[config.mk]
export PLATFORM = sky130hd
export DESIGN_NAME = rsa_modexp_ctrl_flat
export DESIGN_NICKNAME = d
export VERILOG_FILES = /design/src/rtl/rsa_pkg.sv /design/src/rtl/rsa_modexp_ctrl_if.sv /design/src/rtl/rsa_modexp_ctrl_ltp.sv /design/src/rtl/rsa_modexp_ctrl.sv /design/src/flat_wrapper.sv
export SDC_FILE = /design/constraint.sdc
export NUM_CORES = 1
export LEC_CHECK = 0
export ABC_AREA = 1
export CAP_MARGIN = 20
export CORE_ASPECT_RATIO = 0.8
export CORE_MARGIN = 4
export CORE_UTILIZATION = 55
export CTS_CLUSTER_DIAMETER = 120
export CTS_CLUSTER_SIZE = 40
export DETAILED_ROUTE_END_ITERATION = 8
export PLACE_DENSITY = 0.94
export SYNTH_ARGS = -nofsm -noshare
export SYNTH_HDL_FRONTEND = slang
export SYNTH_SLANG_ARGS = --single-unit
export TNS_END_PERCENT = 1
[constraint.sdc]
create_clock -name i_clk -period 4.04 [get_ports i_clk]
set_clock_uncertainty 0.15 [all_clocks]
set_input_delay 0.808 -clock i_clk [delete_from_list [all_inputs] [get_ports i_clk]]
set_output_delay 0.808 -clock i_clk [all_outputs]
set_load 0.01 [all_outputs]
[src/rtl/rsa_pkg.sv]
// ============================================================================
// rsa_pkg : shared types and constants for the rsa32 modexp sequencer
// Rev 1.0
// ============================================================================
`default_nettype none

package rsa_pkg;

   localparam int W = 32;

   typedef enum logic [3:0] {
      IDLE     = 4'd0,
      LOAD     = 4'd1,
      SKIP     = 4'd2,
      SQ_REQ   = 4'd3,
      SQ_WAIT  = 4'd4,
      MUL_REQ  = 4'd5,
      MUL_WAIT = 4'd6,
      NEXT     = 4'd7,
      FIN      = 4'd8,
      DONE     = 4'd9
   } state_t;

endpackage

`default_nettype wire

[src/rtl/rsa_modexp_ctrl_if.sv]
// ============================================================================
// rsa_modexp_ctrl_if : start/done handshake to the external modular multiplier
// Rev 1.0
// ============================================================================
`default_nettype none

interface rsa_modexp_ctrl_if #(
   parameter int W = 32
);
   logic         mm_start;
   logic [W-1:0] mm_a;
   logic [W-1:0] mm_b;
   logic [W-1:0] mm_n;
   logic         mm_done;
   logic [W-1:0] mm_result;

   modport master (
      output mm_start, mm_a, mm_b, mm_n,
      input  mm_done, mm_result
   );

   modport slave (
      input  mm_start, mm_a, mm_b, mm_n,
      output mm_done, mm_result
   );
endinterface

`default_nettype wire

[src/rtl/rsa_modexp_ctrl_ltp.sv]
// ============================================================================
// ltp : level-to-pulse converter, one-cycle pulse on each rising edge
// Rev 1.0
// ============================================================================
`default_nettype none

module ltp (
   input  wire logic i_clk,
   input  wire logic i_rstn,
   input  wire logic i_level,
   output logic      o_pulse
);
   logic r_prev;

   always_ff @(posedge i_clk or negedge i_rstn) begin
      if (!i_rstn) r_prev <= 1'b0;
      else         r_prev <= i_level;
   end

   assign o_pulse = i_level & ~r_prev;
endmodule

`default_nettype wire

[src/rtl/rsa_modexp_ctrl.sv]
// ============================================================================
// rsa_modexp_ctrl : left-to-right square-and-multiply sequencer for rsa32
// Rev 1.0
// ============================================================================
`default_nettype none

module rsa_modexp_ctrl
   import rsa_pkg::*;
#(
   parameter int W  = rsa_pkg::W,
   parameter int CW = 6
) (
   input  wire logic         i_clk,
   input  wire logic         i_rstn,
   input  wire logic         i_start,
   input  wire logic [W-1:0] i_msg,
   input  wire logic [W-1:0] i_exp,
   input  wire logic [W-1:0] i_mod,
   rsa_modexp_ctrl_if.master mm,
   output logic [W-1:0]      o_result,
   output logic              o_busy,
   output logic              o_done,
   output logic              o_err
);
   localparam int IW = $clog2(W);

   state_t        r_state;
   logic [W-1:0]  r_r, r_m, r_e, r_n;
   logic [CW-1:0] r_idx;
   logic          r_mm_start;
   logic [W-1:0]  r_mm_a, r_mm_b, r_mm_n;
   logic [W-1:0]  r_result;
   logic          r_busy, r_done, r_err;
   logic          w_start_pulse;
   logic          w_ebit;

   ltp u_ltp (
      .i_clk   (i_clk),
      .i_rstn  (i_rstn),
      .i_level (i_start),
      .o_pulse (w_start_pulse)
   );

   assign w_ebit = r_e[r_idx[IW-1:0]];

   always_ff @(posedge i_clk or negedge i_rstn) begin
      if (!i_rstn) begin
         r_state    <= IDLE;
         r_r        <= '0;
         r_m        <= '0;
         r_e        <= '0;
         r_n        <= '0;
         r_idx      <= '0;
         r_mm_start <= 1'b0;
         r_mm_a     <= '0;
         r_mm_b     <= '0;
         r_mm_n     <= '0;
         r_result   <= '0;
         r_busy     <= 1'b0;
         r_done     <= 1'b0;
         r_err      <= 1'b0;
      end else begin
         r_done     <= 1'b0;
         r_mm_start <= 1'b0;
         case (r_state)
            IDLE: begin
               if (w_start_pulse) begin
                  r_busy  <= 1'b1;
                  r_state <= LOAD;
               end
            end
            LOAD: begin
               r_m   <= i_msg;
               r_e   <= i_exp;
               r_n   <= i_mod;
               r_err <= 1'b0;
               r_idx <= CW'(W-1);
               if (i_mod == '0) begin
                  r_err    <= 1'b1;
                  r_result <= '0;
                  r_done   <= 1'b1;
                  r_state  <= DONE;
               end else if (i_exp == '0) begin
                  // x^0 is 1, except that 1 mod 1 is 0
                  r_result <= (i_mod == W'(1)) ? '0 : W'(1);
                  r_done   <= 1'b1;
                  r_state  <= DONE;
               end else begin
                  r_state <= SKIP;
               end
            end
            SKIP: begin
               if (w_ebit) begin
                  r_r <= r_m;
                  if (r_idx == '0) begin
                     r_state <= FIN;
                  end else begin
                     r_idx   <= r_idx - 1'b1;
                     r_state <= SQ_REQ;
                  end
               end else begin
                  r_idx <= r_idx - 1'b1;
               end
            end
            SQ_REQ: begin
               r_mm_a     <= r_r;
               r_mm_b     <= r_r;
               r_mm_n     <= r_n;
               r_mm_start <= 1'b1;
               r_state    <= SQ_WAIT;
            end
            SQ_WAIT: begin
               if (mm.mm_done) begin
                  r_r     <= mm.mm_result;
                  r_state <= w_ebit ? MUL_REQ : NEXT;
               end
            end
            MUL_REQ: begin
               r_mm_a     <= r_r;
               r_mm_b     <= r_m;
               r_mm_n     <= r_n;
               r_mm_start <= 1'b1;
               r_state    <= MUL_WAIT;
            end
            MUL_WAIT: begin
               if (mm.mm_done) begin
                  r_r     <= mm.mm_result;
                  r_state <= NEXT;
               end
            end
            NEXT: begin
               if (r_idx == '0) begin
                  r_state <= FIN;
               end else begin
                  r_idx   <= r_idx - 1'b1;
                  r_state <= SQ_REQ;
               end
            end
            FIN: begin
               r_result <= r_r;
               r_done   <= 1'b1;
               r_state  <= DONE;
            end
            DONE: begin
               r_busy  <= 1'b0;
               r_state <= IDLE;
            end
            default: r_state <= IDLE;
         endcase
      end
   end

   assign mm.mm_start = r_mm_start;
   assign mm.mm_a     = r_mm_a;
   assign mm.mm_b     = r_mm_b;
   assign mm.mm_n     = r_mm_n;
   assign o_result    = r_result;
   assign o_busy      = r_busy;
   assign o_done      = r_done;
   assign o_err       = r_err;
endmodule

`default_nettype wire

[src/flat_wrapper.sv]
// flat-port wrapper written by rule: the top's interface ports become plain ports
module rsa_modexp_ctrl_flat import rsa_pkg::*;
#(
   parameter int W  = rsa_pkg::W,
   parameter int CW = 6
)
  (i_clk, i_rstn, i_start, i_msg, i_exp, i_mod, o_result, o_busy, o_done, o_err, mm_mm_start, mm_mm_a, mm_mm_b, mm_mm_n, mm_mm_done, mm_mm_result);
  rsa_modexp_ctrl_if #(.W(W)) mm_i ();
  input  wire logic i_clk;
  input  wire logic i_rstn;
  input  wire logic i_start;
  input  wire logic [W-1:0] i_msg;
  input  wire logic [W-1:0] i_exp;
  input  wire logic [W-1:0] i_mod;
  output logic [W-1:0] o_result;
  output logic o_busy;
  output logic o_done;
  output logic o_err;
  output wire logic [$bits(mm_i.mm_start)-1:0] mm_mm_start;
  output wire logic [$bits(mm_i.mm_a)-1:0] mm_mm_a;
  output wire logic [$bits(mm_i.mm_b)-1:0] mm_mm_b;
  output wire logic [$bits(mm_i.mm_n)-1:0] mm_mm_n;
  input wire logic [$bits(mm_i.mm_done)-1:0] mm_mm_done;
  input wire logic [$bits(mm_i.mm_result)-1:0] mm_mm_result;
  assign mm_mm_start = mm_i.mm_start;
  assign mm_mm_a = mm_i.mm_a;
  assign mm_mm_b = mm_i.mm_b;
  assign mm_mm_n = mm_i.mm_n;
  assign mm_i.mm_done = mm_mm_done;
  assign mm_i.mm_result = mm_mm_result;
  rsa_modexp_ctrl #(.W(W), .CW(CW)) u_core (.i_clk(i_clk), .i_rstn(i_rstn), .i_start(i_start), .i_msg(i_msg), .i_exp(i_exp), .i_mod(i_mod), .mm(mm_i), .o_result(o_result), .o_busy(o_busy), .o_done(o_done), .o_err(o_err));
endmodule
==> implementation parameters <==
Parameter                              Value

Status
  Status    complete, no violations

CTS
  Clock buffers created by TritonCTS    10
  Total number of clock tree sinks    271
  Register clock-pin slew on the reported worst setup and hold paths    0.14 ns
  CTS tree    yes
  Count of hold-fix buffers inserted at cts    0
  Clock latency at the later pin of the worst-skew pair    0.50 ns
  Post-CTS Repair Setup Buffers    0
  Number of buffers between clock root and the deepest sink    3
  Buffer cell driving the clock tree root    clkbuf_16
  H-tree levels    1
  Post-cts gate resize count    0

Synth
  Cell area after synthesis    11,700 µm²
  Synth Area in Compound Gates    11.2%
  Count of cell types in the netlist    36
  Yosys warnings    0
  Mean post-synth cell area    8.82 µm²
  Area share of the largest cell type after synthesis    58.0%
  Synthesized net count    1,459
  Sequential cell area fraction in the yosys report    58.0%
  Synthesized-area fraction occupied by xor and xnor cells    0.374%
  Synth Register Bits    271
  Largest family of logic cells by synthesized area    simple AND/OR/NAND/NOR gates
  Largest cells by area after synthesis    dfrtp_1 (58%), nand2_1 (16%), o21ai_0 (6.1%)
  Post-synth top area cell    dfrtp_1
  Multiplexer area fraction after synthesis    1.97%
  Number of cells produced by synthesis    1,326
  Post-synthesis simple-gate area fraction    21.0%
  Synth Area in Adders    0.107%

Timing
  RSZ-0062 raised after global routing    false
  Max Clock Freq    327 MHz
  Total negative slack    0 ns
  Final worst-path setup slack    0.980 ns
  Headroom to the max-slew limit    33.5%
  Transition time at the pin with the least slew margin    0.998 ns
  Portion of the clock cycle consumed by the worst path in the final layout    75.7%
  Final worst hold slack    0.0846 ns
  Final count of hold timing violations    0
  Pins over their slew limit    0
  Final critical delay including setup and external delays    3.06 ns
  Count of final setup violators    0

Drt
  Vias    9,911
  Count of routing violations after the opening detailed-route iteration    993
  Number of detailed-route iterations in the first pass    7
  Final ANT Viol Nets    0
  Residual DRC count    0
  Via density    5.46
  Average wire per standard cell    17.6 µm
  Total Wirelength    31,900 µm

Final layout
  Area of the multi-input gates    4060 µm²
  Number of fill cells    1,549
  Number of nets in the finished design    1,678
  Fraction of layout instances using a drive strength above 1    5.31%
  Area growth syn-to-layout    25.9%
  Core utilization of the finished layout    70.7%
  Sequential cell area in the final layout    6780 µm²
  Non-filler instance count after layout    1,815

Global route
  First-pass GRT wire length    50,900 µm
  Global-route usage over all layers    26.3%
  Largest net degree at the start of global routing    97
  Grt ovf    0
  Number of global-route vias before repair    9,779
  Number of antenna violations at the first check in global routing    1

Die
  Die Area    23,700 µm²
  I/O pin count    264
  Chip Height    138 µm
  Area of the core    20,800 µm²
  Initial core utilization    56.2%
  Width of the chip    171 µm
  Number of cell rows    47

Critical path
  Type of origin of the critical path    flip-flop
  Critical setup path kind    reg2reg
  Type of element capturing the critical path    flip-flop
  CP required    4.24 ns
  Launching element of the worst setup path    u_core.r_idx[0]
  Reg2Reg Capture Point    u_core.r_r[13]
  Worst-path maximum fanout    64
  Data arrival, critical path    3.26 ns
  Startpoint of the worst register-to-register path    u_core.r_idx[0]
  FF-to-FF setup slack    0.98 ns
  Cells on worst reg2reg path    11

Pwr
  Internal portion of total power    6.59 mW
  Switching share of total power    41.6%
  Combinational group share of total power    46.4%
  IR drop worst, VDD    0.000529 V
  Power per unit of standard cell area    766 nW/µm²
  Leakage    7.06 nW
  Power share of the clock group    11.6%
  Total net switching power    4.69 mW
  Sequential power share    41.9%

Flow run
  Maxcap violations    0

Placement
  Port Buffers    263
  HPWL Detailed    22,000 µm
  Global placer's final weighted congestion    0.861
  # placed instances    1,802
  Setup Slack @ Placement    0.840 ns

Min path
  Tightest Hold Check Type    in2async
[synth_stat cells (all sizes together)]
cell	instances
nand4	16
or2	1
nand2	486
nor2	58
xor2	5
nor3	6
o21ai	178
mux2i	23
o31ai	3
nand3	38
a21oi	10
dfrtp	271
inv	126
and2	2
ha	1
buf	35
o21bai	1
a221oi	1
clkbuf	33
a31oi	32
[through the flow]
stage,area [µm²],total power [mW]
after floorplan,11700,7.91
after global placement,14400,9.70
after detailed placement,14400,10.0
after CTS,14700,11.3
after global routing,14700,12.1
final,14700,11.3
[cell families after synthesis]
family / after synthesis
XOR/XNOR: 5
flip-flops: 271
AO/OA/AOI/OAI: 225
buffers and inverters: 194
adder cells (fa/ha/maj): 1
AND/OR/NAND/NOR: 607
multiplexers: 23
[power groups by stage]
stage	combinational, mW	clock [mW]	sequential, mW
floorplan	3.14	0	4.76
global placement	5.01	0	4.69
detailed placement	5.24	0	4.76
CTS	5.27	1.33	4.71
global route	5.82	1.43	4.86
finish	5.24	1.31	4.73
[area by class of cell]
class,instances,share of cell area (%)
Antenna cell,1,0.0170
Clock inverter,1,0.0765
Inverter,126,3.29
Multi-Input combinational cell,861,27.6
Timing Repair Buffer,275,18.8
Sequential cell,271,46.1
Clock buffer,11,1.87
Tap cell,269,2.29
[routing by layer]
metal / track usage [%] / wire (µm)
met1: 36.4 / 13100
met2: 43.3 / 15500
met3: 3.51 / 2090
met4: 8.92 / 1180
met5: 0 / 0
[flip-flops by register name (all words and copies together), names as in the netlist]
signal               count
u_core.r_idx             6
u_core.mm.mm_b          32
u_core.mm.mm_a          32
u_core.r_r              32
u_core.u_ltp.r_prev      1
u_core.o_result         32
u_core.r_m              32
u_core.mm.mm_start       1
u_core.r_n              32
u_core.r_state           4
u_core.r_e              32
u_core.o_done            1
u_core.o_err             1
u_core.mm.mm_n          32
u_core.o_busy            1
[how the worst max path moves through the flow]
stage	endpoint	slack, ns	cells past startpoint
4_1_cts	u_core.r_r[13]	1.01	12
3_5_place_dp	u_core.o_result[13]	0.84	12
6_report	u_core.r_r[13]	0.98	11
2_1_floorplan	u_core.o_result[11]	1.85	13
5_1_grt	u_core.r_r[13]	0.75	12
3_3_place_gp	u_core.r_state[3]	1.05	11
[critical path, stage by stage, from the launching register on]
cell and delay, ns:
dfrtp_1 0.84, nand2_1 0.12, nand3_1 0.13, nand3_1 0.08
nand2_1 0.07, nand2_1 0.06, nand3_2 0.12, nand2_4 0.08
nand2_4 0.08, nand3_4 0.66, nand2_1 0.34, o21ai_2 0.08
[placed cells by master, fill, tap and decap left out, types with 5 or more instances in the layout]
master,count
nand2_1,483
dfrtp_1,271
clkdlybuf4s50_1,262
o21ai_0,143
inv_1,115
nor2_1,53
nand3_1,35
o21ai_2,33
a31oi_1,32
mux2i_1,23
nand4_1,16
clkbuf_16,11
a21oi_1,9
buf_4,9
inv_2,8
nor3_1,6
xor2_1,5
No activity file was read; power rests on OpenSTA's default activity.
